--- config.mk ---
export PLATFORM = sky130hd
export DESIGN_NAME = div_ctrl
export DESIGN_NICKNAME = d
export VERILOG_FILES = /design/src/rtl/div_ctrl.sv
export SDC_FILE = /design/constraint.sdc
export NUM_CORES = 1
export LEC_CHECK = 0
export ABC_CLOCK_PERIOD_IN_PS = 2500
export CAP_MARGIN = 20
export CORE_MARGIN = 2
export CORE_UTILIZATION = 46
export CTS_CLUSTER_DIAMETER = 60
export DETAILED_ROUTE_END_ITERATION = 10
export PLACE_DENSITY = 0.83
export SYNTH_ARGS = -nofsm -noshare
export SYNTH_HDL_FRONTEND = slang
export SYNTH_SLANG_ARGS = --single-unit
--- constraint.sdc ---
create_clock -name clk -period 2.5 [get_ports clk]
set_input_delay 0.5 -clock clk [delete_from_list [all_inputs] [get_ports clk]]
set_output_delay 0.5 -clock clk [all_outputs]
set_load 0.02 [all_outputs]
--- src/rtl/div_ctrl.sv ---
// div_ctrl -- reconfiguration sequencer in front of the even/odd clock dividers.
//
// Takes a requested divide factor over a valid/ready handshake, rejects
// illegal factors with a sticky error, and retunes the dividers safely:
// drop the enables, drain for SETTLE_CYCLES, pulse div_reset with the new
// factor already on div_n, then enable the even or odd divider. div_n is
// only updated while both enables are low.
//
// Optional build macro: DIV_BYPASS_EN. When defined, a factor of 1 is legal
// and ends in RUN with both dividers held in reset and bypass_sel=1.
// When undefined, bypass_sel is tied low and a factor of 1 is illegal.
//
// Ports:
//   clk         fast input clock, shared with the dividers
//   reset_n     asynchronous active-low reset
//   req_valid   new divide factor offered
//   req_n       requested divide factor
//   req_ready   request can be accepted this cycle
//   div_n       divide factor driven to both dividers
//   div_reset   active-high reset to both dividers
//   even_en     enable for the even divider
//   odd_en      enable for the odd divider
//   busy        reconfiguration in progress
//   err         sticky illegal-request flag
//   err_clr     clears err (a same-cycle illegal request wins)
//   bypass_sel  select the undivided clock
//
// state | meaning
// IDLE  | no factor loaded yet, dividers held in reset
// DRAIN | both enables low, waiting SETTLE_CYCLES before the reset pulse
// RST   | one-cycle div_reset pulse with the new div_n stable
// RUN   | one divider enabled (or bypass), ready for a new request

`ifndef SIZE
`define SIZE 8
`endif

module div_ctrl #(
  parameter int SIZE          = `SIZE,
  parameter int SETTLE_CYCLES = 2
) (
  input  logic            clk,
  input  logic            reset_n,
  input  logic            req_valid,
  input  logic [SIZE-1:0] req_n,
  output logic            req_ready,
  output logic [SIZE-1:0] div_n,
  output logic            div_reset,
  output logic            even_en,
  output logic            odd_en,
  output logic            busy,
  output logic            err,
  input  logic            err_clr,
  output logic            bypass_sel
);

  typedef enum logic [1:0] {IDLE, DRAIN, RST, RUN} state_t;

  localparam logic [3:0] SETTLE_LOAD = 4'(SETTLE_CYCLES - 1);

  state_t     state;
  logic [3:0] cnt;
  logic       accept;
  logic       req_legal;
  logic       run_bypass;

  assign accept = req_valid && req_ready;

`ifdef DIV_BYPASS_EN
  assign req_legal  = (req_n != '0);
  assign run_bypass = (div_n == SIZE'(1));
`else
  // legal means req_n >= 2: any bit above bit 0 set
  assign req_legal  = (req_n[SIZE-1:1] != '0);
  assign run_bypass = 1'b0;
`endif

  always_ff @(posedge clk or negedge reset_n) begin
    if (!reset_n) begin
      state     <= IDLE;
      cnt       <= '0;
      div_n     <= '0;
      div_reset <= 1'b1;
      even_en   <= 1'b0;
      odd_en    <= 1'b0;
      req_ready <= 1'b1;
      busy      <= 1'b0;
      err       <= 1'b0;
    end else begin
      if (accept && !req_legal) err <= 1'b1;
      else if (err_clr)         err <= 1'b0;

      case (state)
        IDLE, RUN: begin
          // illegal requests complete the handshake but leave the divider alone
          if (accept && req_legal) begin
            div_n     <= req_n;
            even_en   <= 1'b0;
            odd_en    <= 1'b0;
            cnt       <= SETTLE_LOAD;
            state     <= DRAIN;
            req_ready <= 1'b0;
            busy      <= 1'b1;
          end
        end
        DRAIN: begin
          if (cnt == '0) begin
            state     <= RST;
            div_reset <= 1'b1;
          end else begin
            cnt <= cnt - 4'd1;
          end
        end
        RST: begin
          state     <= RUN;
          req_ready <= 1'b1;
          busy      <= 1'b0;
          if (run_bypass) begin
            div_reset <= 1'b1;
          end else begin
            div_reset <= 1'b0;
            even_en   <= ~div_n[0];
            odd_en    <= div_n[0];
          end
        end
        default: state <= IDLE;
      endcase
    end
  end

`ifdef DIV_BYPASS_EN
  always_ff @(posedge clk or negedge reset_n) begin
    if (!reset_n)                    bypass_sel <= 1'b0;
    else if (accept && req_legal)    bypass_sel <= 1'b0;
    else if (state == RST && run_bypass) bypass_sel <= 1'b1;
  end
`else
  assign bypass_sel = 1'b0;
`endif

endmodule

# After elaboration in Yosys (flattened, before gate mapping)

Index checks and enable logic that the tools add are counted.

$add $sub $neg: 1
Multiply operators: 0
Div/mod/pow operators: 0
Order comparisons: 0
Equality and inequality tests: 6
Shift operators: 0
Mux-type cells: 16
Bitwise logic cells: 1
Reductions and logical operators: 17

Operators by type and width:

| operator                                             | number |
|---|---|
| one-hot mux 1 bit (2 select lines)                   | 5 |
| two-way mux 4 bit                                    | 2 |
| one-hot mux 4 bit (2 select lines)                   | 1 |
| AND reduction 2 bit                                  | 4 |
| nonzero test 2 bit                                   | 4 |
| nonzero test 7 bit                                   | 1 |
| inequality test 2 bit (second input constant)        | 3 |
| one-hot mux 2 bit (3 select lines)                   | 1 |
| two-way mux 1 bit                                    | 5 |
| equality test 2 bit (second input constant)          | 2 |
| zero test 4 bit                                      | 1 |
| two-way mux 2 bit                                    | 2 |
| subtractor 4 x 1 -> 4 bit (second input constant)    | 1 |
| logical AND 1 bit                                    | 3 |
| AND reduction 3 bit                                  | 1 |
| equality test 2 x 1 -> 1 bit (second input constant) | 1 |
| zero test 2 bit                                      | 1 |
| OR reduction 2 bit                                   | 1 |
| zero test 1 bit                                      | 1 |
| inverter 1 bit                                       | 1 |

Register bits after elaboration: 20
Latch bits: 0
Bits in writable memories: 0
Bits in read-only memories: 0
Memories: 0

# Longest topological paths before layout

Word-level depth: 4
Mapped depth: 6
Depth with buffers taken out: 6

# Worst setup path after synthesis

Ideal clock, no wire load.

Path type: reg-to-reg
Start: reg state[0]
End: reg cnt[2]
Library setup time: 0.121 ns
Arrival time: 1.741 ns
Required time: 2.379 ns
Path slack: 0.638 ns
Cell stages (with the launch flop): 7
Path buffers: 0
Clock period less this slack: 1.862 ns
Cells stage by stage: dfrtp_1 > inv_1 > ha_1 > or4b_1 > a2bb2oi_1 > o21ai_0 > a22o_1

Longest elaborated chain between the ends: 4
Elaborated cells between the ends (all ways): 9

Ends and longest elaborated chain:

| what                                                                                | RTL line | text |
|---|---|---|
| start, declared                                                                     | 61       | `state_t state;` |
| start signal, assigned                                                              | 80       | `state <= IDLE;` |
| start signal, assigned                                                              | 101      | `state <= DRAIN;` |
| start signal, assigned                                                              | 108      | `state <= RST;` |
| equality test 2 bit / zero test 2 bit (equally long branches)                       | 93       | `case (state)` |
| OR reduction 2 bit                                                                  | 93       |  |
| inequality test 2 bit (no source line) / nonzero test 2 bit (equally long branches) | n/a      |  |
| AND reduction 3 bit (no source line)                                                | n/a      |  |
| end signal, assigned                                                                | 111      | `cnt <= cnt - 4'd1;` |
| end, declared                                                                       | 62       | `logic [3:0] cnt;` |

Parallel ways exist; a longest one is shown, timed or not.
A chain may end at the register's enable or synchronous reset.

# Worst setup path after layout

Same ends and word-level chain as after synthesis.

==> key figures <==
Status
  – Status: complete, no violations

Timing
  – Worst slew pin tran: about 780 ps
  – Worst hold margin: around 510 ps
  – Setup TNS: 0 ps
  – Max frequency: between 400 and 500 MHz
  – Finish-stage setup viols: 0
  – RSZ-0062 raised after global routing: no
  – Tmin final: 2220 ps
  – Final hold violations: 0
  – Max-slew violation count: 0
  – Clk_skew: between 2 and 2.5 ps
  – Slew HR: about 48%
  – Period utilisation layout: 88.6%

Setup path
  – Crit Path Max Fanout: 10
  – R2r endpoint: cnt[2]
  – WS Path Type: flip-flop to flip-flop
  – Worst Setup End Kind: flip-flop
  – RR Startpoint: state[0]
  – R2r worst-path depth: 6
  – Crit path launch type: flip-flop
  – Internal reg-to-reg setup slack: roughly 280 ps
  – Arr. time, crit path: roughly 2400 ps
  – CP Data Required Time: around 2700 ps

Place
  – DP HPWL: between 1500 and 2000 um
  – Final GP Congestion: ~0.84
  – PortBufs: 25

Synthesis
  – Yosys top cell area share: 45.2%
  – Synth Area per Inst: 12.3 um^2
  – Cell area after synthesis: between 900 and 1000 um^2
  – Fraction of registers with async set/reset: 100%
  – Ranking of synthesized cells by area: dfrtp_1 (45%), mux2_4 (12%), dfstp_2 (5.3%), ha_1 (5.0%), inv_1 (3.4%)
  – Synth Register Bits: 20
  – EDFF count, synth: 0
  – Post-synth cell types: 34
  – Post-Syn Instances: 81
  – Syn Nets: 97
  – Yosys warnings: 0
  – Sequential cell area fraction in the yosys report: 50.5%
  – Synth Flop Type: dfrtp_1
  – Synth area leader: dfrtp_1

Pwr
  – VDD IR max: ~0.0008 V
  – P per Cell Area: approximately 1400 nW/um^2
  – Leakage: 0.600 nW

Clock network
  – Postcts setup bufs: 0
  – Reg clk slew, reported paths: approximately 100 ps
  – CTS Root Buffer Type: clkbuf_4
  – CTS H-tree depth: 1
  – Num CTS Buffers: 3
  – CTS resizes: 0
  – Clk Latency, worst-skew pair: just under 300 ps
  – Clk buf depth: 2
  – # clock sinks: 20
  – Post-CTS Hold Fix Bufs: 0
  – CTS tree: done

Finish
  – N_diodes: 0
  – Fill count: ~150
  – Final Net Count: ~130
  – Area Overhead vs Synth: 31.5%
  – Final Util: approximately 65%
  – Most frequent cells in the layout: clkdlybuf4s50_1 (25), dfrtp_1 (18), inv_1 (9)
  – Most common cell after layout, fill and taps aside: clkdlybuf4s50_1
  – Multi-input gate area: 440 um^2
  – Ratio of cells with drive above 1 in the final layout: between 10% and 20%
  – Sequential cell area: around 500 um^2

Die
  – Die Span X: 50.5 um
  – Die height: around 51 um
  – Die area: ~2600 um^2
  – # rows: 16
  – I/O pins: 27
  – Core Area: around 2000 um^2
  – Initial core utilization: 49.7%

GRT
  – Vias in the first global route: ~740
  – Total GRT Usage: 18.4%
  – First-pass GRT wire length: about 3500 um
  – Initial antenna violation count: 0
  – Pin count of the biggest net entering global routing: 21
  – Grt ovf: 0

Hold path
  – Hold path cells: 2
  – End point of the worst hold path: req_ready
  – Worst hold start: req_ready
  – HP Class: flip-flop to flip-flop

Detailed routing
  – Initial DRC Count: 16
  – DRC: 0
  – Routed Antenna Nets: 0
  – Post-Route WL: roughly 2000 um
  – Vias post-DR: ~730
  – Drt pass-1 iters: 4
  – Vias per cell: 5.31
  – DR WL/cell: 14.7 um

Run
  – Max_cap viols: 0
synthesized netlist by cell type, drive strengths merged, types with 2 or more instances:
library cell   n
dfrtp         18
inv            9
mux2           8
nand2          6
ha             4
a22o           3
o21ai          3
a21boi         2
a21oi          2
buf            2
dfstp          2
nor2           2
o2bb2ai        2
or4            2
flip-flops by register name, summed over array words and instances, names as in the netlist:
| name | flops |
|---|---|
| even_en | 1 |
| div_n | 8 |
| cnt | 4 |
| state | 2 |
| busy | 1 |
| req_ready | 1 |
| err | 1 |
| div_reset | 1 |
| odd_en | 1 |
worst max-delay path: stages (launching register included):
cell and delay [ps]:
dfrtp_1 390, inv_1 70, ha_1 360, or4b_1 200, a2bb2oi_1 630, o21ai_0 200
a22o_1 270
report_power, final:
part | internal, mW | switching, mW | total [mW]
logic | 0.521 | 0.511 | 1.03
registers | 0.487 | 0.112 | 0.598
clock network | 0.0621 | 0.0907 | 0.153
total | 1.07 | 0.713 | 1.78
how the worst max path moves through the flow:
stage | start | cells after the start | endpoint | slack (ps)
global route | state[0] | 6 | cnt[2] | 130
finish | state[0] | 6 | cnt[2] | 280
detailed placement | req_n[3] | 5 | div_n[2] | 150
global placement | req_n[3] | 5 | div_n[5] | 180
CTS | state[0] | 6 | cnt[2] | 330
floorplan | state[0] | 6 | cnt[2] | 640
cell families after synthesis:
logic type / after synthesis / share of synthesized area, %
AOI/OAI and AO/OA: 21 / 17.2
adders and majority gates: 4 / 5.03
buffers and inverters: 11 / 5.28
DFF: 20 / 50.5
muxes: 9 / 13.1
other: 1 / 0.377
and+or+nand+nor: 15 / 8.54
final cells by class:
| class | instances | share of cell area, % |
|---|---|---|
| Sequential cell | 20 | 38.4 |
| Multi-Input combinational cell | 50 | 33.6 |
| Timing Repair Buffer | 28 | 20.8 |
| Inverter | 9 | 2.58 |
| Tap cell | 27 | 2.58 |
| Clock buffer | 4 | 2.01 |
per-layer routing:
layer	share of wire (%)	track usage, %
met2	51	30.5
met4	0.59	4.05
met5	0	0
met1	43	23.4
met3	4.9	5.95
per-stage QoR:
step	setup slack, ps	area [um^2]	total power, mW	instances
floorplan	638	996	1.27	81
global placement	181	1280	1.59	134
detailed placement	147	1280	1.62	134
CTS	328	1310	1.79	138
global route	127	1310	1.91	138
finish	285	1310	1.78	138
(Power assumes the default switching activity.)
==> variant 1, RTL diff (same settings) <==
Set the macro `SIZE` to 4 (it was 8).
--- a/src/rtl/div_ctrl.sv
+++ b/src/rtl/div_ctrl.sv
@@ -32,7 +32,7 @@
 // RUN   | one divider enabled (or bypass), ready for a new request
 
 `ifndef SIZE
-`define SIZE 8
+`define SIZE 4
 `endif
 
 module div_ctrl #(
Interface: changed (resized div_n and req_n); port bits go from 27 to 19. The function was not compared with the original's and may differ.
==> variant 1 against the unedited design <==
First-iteration DRC count decreased by 38%. Synthesized cell count decreased by 9.9%. Register-to-register slack improved by 490 ps. Worst hold slack got worse by 18 ps. Critical path type is now reg2out. Power decreased by 17%. Cell area decreased by 18%. Sequential power decreased by 19%. Critical endpoint is now req_ready. Area after synthesis decreased by 13%. Wire length decreased by 15%. Non-clock buffer count decreased by 11. Sequential cell count decreased by 4. Setup slack improved by 210 ps.
==> variant 1: results (changes against the unedited design) <==
mean post-synth cell area=11.8 um^2 (was 12.3 um^2); leakage=0.000488 uW (was 0.000600 uW); CP max-delay cell=clkdlybuf4s50_1 (was a2bb2oi_1); Worst Path Max Fanout=6 (was 10); synthesized net count=85 (was 97); Worst Clk Skew=0.688 ps (was 2.18 ps); Setup crit start=req_ready (was state[0]); synth top area cells=dfrtp_1, mux2_4, dfstp_2 (unchanged); Min-Delay Path Class=reg2reg (unchanged); DP HPWL=1.27 mm (was 1.52 mm); Slew headroom=52.2% (was 47.9%); share of layout cells above drive strength 1=15.4% (was 17.1%); Total GRT Usage=18.4% (about the same); CP endpoint=req_ready (was cnt[2]); Commonest cells post-synth=dfrtp_1, inv_1, ha_1, mux2_4, mux2i_1 (was dfrtp_1, inv_1, mux2_4); Inst Count DP=112 (was 134); Final Routed Wirelength=1.72 mm (was 2.03 mm); Pre-antenna DRT Iters=4 (unchanged); outcome=finished, final reports clean (unchanged); first-pass GRT wire length=2.81 mm (was 3.47 mm); largest net degree at the start of global routing=17 (was 21); initial antenna violation count=0 (unchanged); clock tree root buffer cell=clkbuf_4 (unchanged); Initial DRC Count=10 (was 16); reg-to-reg slack, setup=770 ps (was 280 ps); # port buffers=17 (was 25); # diodes=0 (unchanged); Final Net Count=104 (was 128); gpl congestion=0.738 (was 0.836); Vias=647 (was 733); Largest regs=cnt (4), div_n (4), state (2) (was div_n (8), cnt (4), state (2)); CTS H-Tree Depth=1 (unchanged); worst vdd rail ir drop=762 uV (was 789 uV); yosys warns=0 (unchanged); buffers from clock root to sink, at most=2 (unchanged); vias per cell=5.58 (was 5.31); vias in the first global route=637 (was 739); worst r2r dst=div_n[1] (was cnt[2]); Top delay family on crit path=buffers and inverters (was compound AO/OA/AOI/OAI gates); Worst Reg-to-Reg Cells=4 (was 6); FFs w/ async S/R, synth=100% (unchanged); sequential area share after synthesis=46.6% (was 50.5%); Cell Area, Placed=1040 um^2 (was 1280 um^2); Netlist cell types=31 (was 34)
variant 1: cell count changes after synthesis, sizes merged, moves of 2 or more:
cell / change
o21ai: -3
dfrtp: -4
mux2i: +3
a2111oi: +2
and3: +2
a22o: -3
a21boi: -2
mux2: -4
nand2: -4
or4: -2
o22ai: +2
a211o: +2
nor2b: +2
variant 1: kinds of logic (layout without fill, tap and decap cells):
| kind of cell | Yosys count | after routing | synth area share (%) |
|---|---|---|---|
| AOI/OAI and AO/OA | 17 | 17 | 17.9 |
| DFF | 16 | 16 | 46.6 |
| and+or+nand+nor | 15 | 15 | 11.1 |
| buffers and inverters | 12 | 30 | 6.51 |
| muxes | 8 | 8 | 11.6 |
| adders and majority gates | 4 | 4 | 5.79 |
| other | 1 | 1 | 0.434 |
variant 1: per-layer routing:
metal	wire [um]	vias up	GRT usage, %	part of all wire [%]
met4	0	0	2.78	0
met5	0	-	0	0
met3	115	0	8.46	6.7
met2	872	18	31.4	51
met1	732	324	21.7	43
li1	-	305	-	-
variant 1: cell type report:
type	count	area, um^2
inverters	9	33.8
well taps	25	31.3
multi-input cells	45	405
fillers	143	666
repair buffers	17	170
clock buffers	4	36.3
flip-flops and latches	16	403
variant 1: where the power goes:
part           internal (uW)  switching (uW)
logic                    407             414
registers                391            93.9
clock network           88.7            83.2
variant 1: worst min path at each step:
stage	start	endpoint	slack, ps	cells past startpoint
finish	div_reset	div_reset	490	1
global route	div_reset	div_reset	510	1
CTS	div_reset	div_reset	500	1
detailed placement	div_reset	div_reset	480	1
global placement	div_reset	div_reset	480	1
floorplan	reset_n	busy	200	0
variant 1: metrics by stage:
stage          hold slack, ps  setup slack, ps
2_1_floorplan             204              780
3_3_place_gp              480              445
3_5_place_dp              482              390
4_1_cts                   498              482
5_1_grt                   510              455
6_report                  492              494
==> variant 2, RTL diff (same settings) <==
Without the edit above. Encoding of `state_t`: now one-hot (4 bits for 4 states).
--- a/src/rtl/div_ctrl.sv
+++ b/src/rtl/div_ctrl.sv
@@ -54,7 +54,7 @@
   output logic            bypass_sel
 );
 
-  typedef enum logic [1:0] {IDLE, DRAIN, RST, RUN} state_t;
+  typedef enum logic [3:0] {IDLE = 4'b0001, DRAIN = 4'b0010, RST = 4'b0100, RUN = 4'b1000} state_t;
 
   localparam logic [3:0] SETTLE_LOAD = 4'(SETTLE_CYCLES - 1);
 
Formal check against the unedited RTL: same outputs for any inputs over 10 cycles, from zero or initial values and one cycle with reset_n low; not proved beyond that.
==> variant 2 against the unedited design <==
Count of clock-buffer cells in the layout down 1. Fmax up 12%. Synthesized cell count up 9.9%. Area after synthesis up 13%. Register-to-register slack better by 330 ps. Via count up 8.7%. Sequential cell count up 2. Wire length up 5.5%. Cell count up 3.6%. Non-clock buffer count down 2. Cell area up 9.2%. Setup slack better by 240 ps.
Power is not compared: it rests on default switching activity, and its combinational part moved more than twofold at a synthesized area within 25%.
==> variant 2: results (changes against the unedited design) <==
Reg clk slew, reported paths=120 ps (was 100 ps); Commonest cells post-synth=dfrtp_1, inv_1, mux2_4, nor2_1, dfstp_2 (was dfrtp_1, inv_1, mux2_4); # diodes=0 (unchanged); FFs w/ async S/R, synth=100% (unchanged); vias in the first global route=765 (was 739); wire per inst=15.0 um (was 14.7 um); CP max stage delay=600 ps (was 630 ps); clock tree root buffer cell=clkbuf_4 (unchanged); Total GRT Usage=17.1% (was 18.4%); synthesized net count=103 (was 97); Setup crit start=req_ready (was state[0]); Int Power=535 uW; mean post-synth cell area=12.6 um^2 (was 12.3 um^2); largest net degree at the start of global routing=23 (was 21); share of layout cells above drive strength 1=23.5% (was 17.1%); synth top area cells=dfrtp_1, mux2_4, dfstp_2 (unchanged); Vias=797 (was 733); # port buffers=25 (unchanged); crit path DAT=1470 ps (was 2410 ps); leakage=0.000659 uW; yosys warns=0 (unchanged); Final Net Count=130 (was 128); Resized Gates After CTS=0 (unchanged); sequential area share after synthesis=49.4% (was 50.5%); buffers from clock root to sink, at most=2 (unchanged); Netlist cell types=40 (was 34); Final Routed Wirelength=2.14 mm (was 2.03 mm); Inst Count DP=139 (was 134); Worst Clk Skew=2.90 ps (was 2.18 ps); Pre-antenna DRT Iters=5 (was 4); Hold Path Origin=div_n[6] (was req_ready); Crit Reg-Reg Startpoint=state[3] (was state[0]); CP max-delay cell=clkdlybuf4s50_1 (was a2bb2oi_1); DP HPWL=1.58 mm (was 1.52 mm); gpl congestion=0.745 (was 0.836); Worst Path Max Fanout=3 (was 10); first-pass GRT wire length=3.43 mm (was 3.47 mm); outcome=finished, final reports clean (unchanged); Slew headroom=53.9% (was 47.9%); Initial DRC Count=33 (was 16); Top delay family on crit path=buffers and inverters (was compound AO/OA/AOI/OAI gates); Num CTS Buffers=3 (unchanged); Setup Buffers After CTS=0 (unchanged); initial antenna violation count=0 (unchanged); Largest regs=div_n (8), cnt (4), state (4) (was div_n (8), cnt (4), state (2)); latest clock arrival within the worst-skew pair=310 ps (was 290 ps); Min-Delay Path Class=reg2reg (unchanged)
## variant 2: changes by cell type after synthesis, moves of 2 or more
cell,delta
a22o_1,-3
a31o_2,+2
nand2_1,-4
nand2b_4,+2
ha_1,-2
mux2_1,+2
nor2_1,+5
xnor2_1,+2
## variant 2: layout make-up
cell class / count / area, um^2
Multi-Input combinational cell: 55 / 500
Clock inverter: 1 / 30.0
Clock buffer: 3 / 22.5
Inverter: 8 / 30.0
Fill cell: 184 / 825
Timing Repair Buffer: 26 / 258
Tap cell: 28 / 35.0
Sequential cell: 22 / 554
## variant 2: path summary, 6_finish.rpt
kind                            slack, ps   endpoint  cells after the start
worst min-delay path                  510   div_n[6]                      1
worst max-delay path                  530  req_ready                      1
worst max register to register        610   div_n[6]                      4
worst min register to register        510   div_n[6]                      1
max in group asynchronous            1690  div_reset                      2
min in group asynchronous             530     cnt[2]                      2
## variant 2: logic make-up after synthesis
family,after synthesis,share of synthesized area [%]
and+or+nand+nor,24,14.2
DFF,22,49.4
AOI/OAI and AO/OA,16,14.0
buffers and inverters,12,6.02
muxes,10,12.3
adders and majority gates,2,2.23
xor gates and xnor gates,2,1.56
other,1,0.334
## variant 2: power groups by stage
stage	clock, uW	combinational (uW)	sequential (uW)
final	269	29.4	356
after global routing	287	32.0	356
after CTS	275	30.1	356
after detailed placement	0	29.9	363
after global placement	0	29.4	363
after floorplan	0	3.88	363
## variant 2: layer usage
metal / vias up / wire length [um] / global-route usage [%]
met3: 5 / 78 / 2.54
li1: 368 / - / -
met5: - / 0 / 0
met4: 0 / 40 / 8.97
met1: 397 / 1000 / 22.3
met2: 27 / 1020 / 27.2
## variant 2: through the flow
step                cell area [um^2]  setup slack (ps)  hold slack (ps)
finish                          1430               529              508
global route                    1430               409              533
CTS                             1430               511              518
detailed placement              1380               196              490
global placement                1380               235              481
floorplan                       1120               741              204
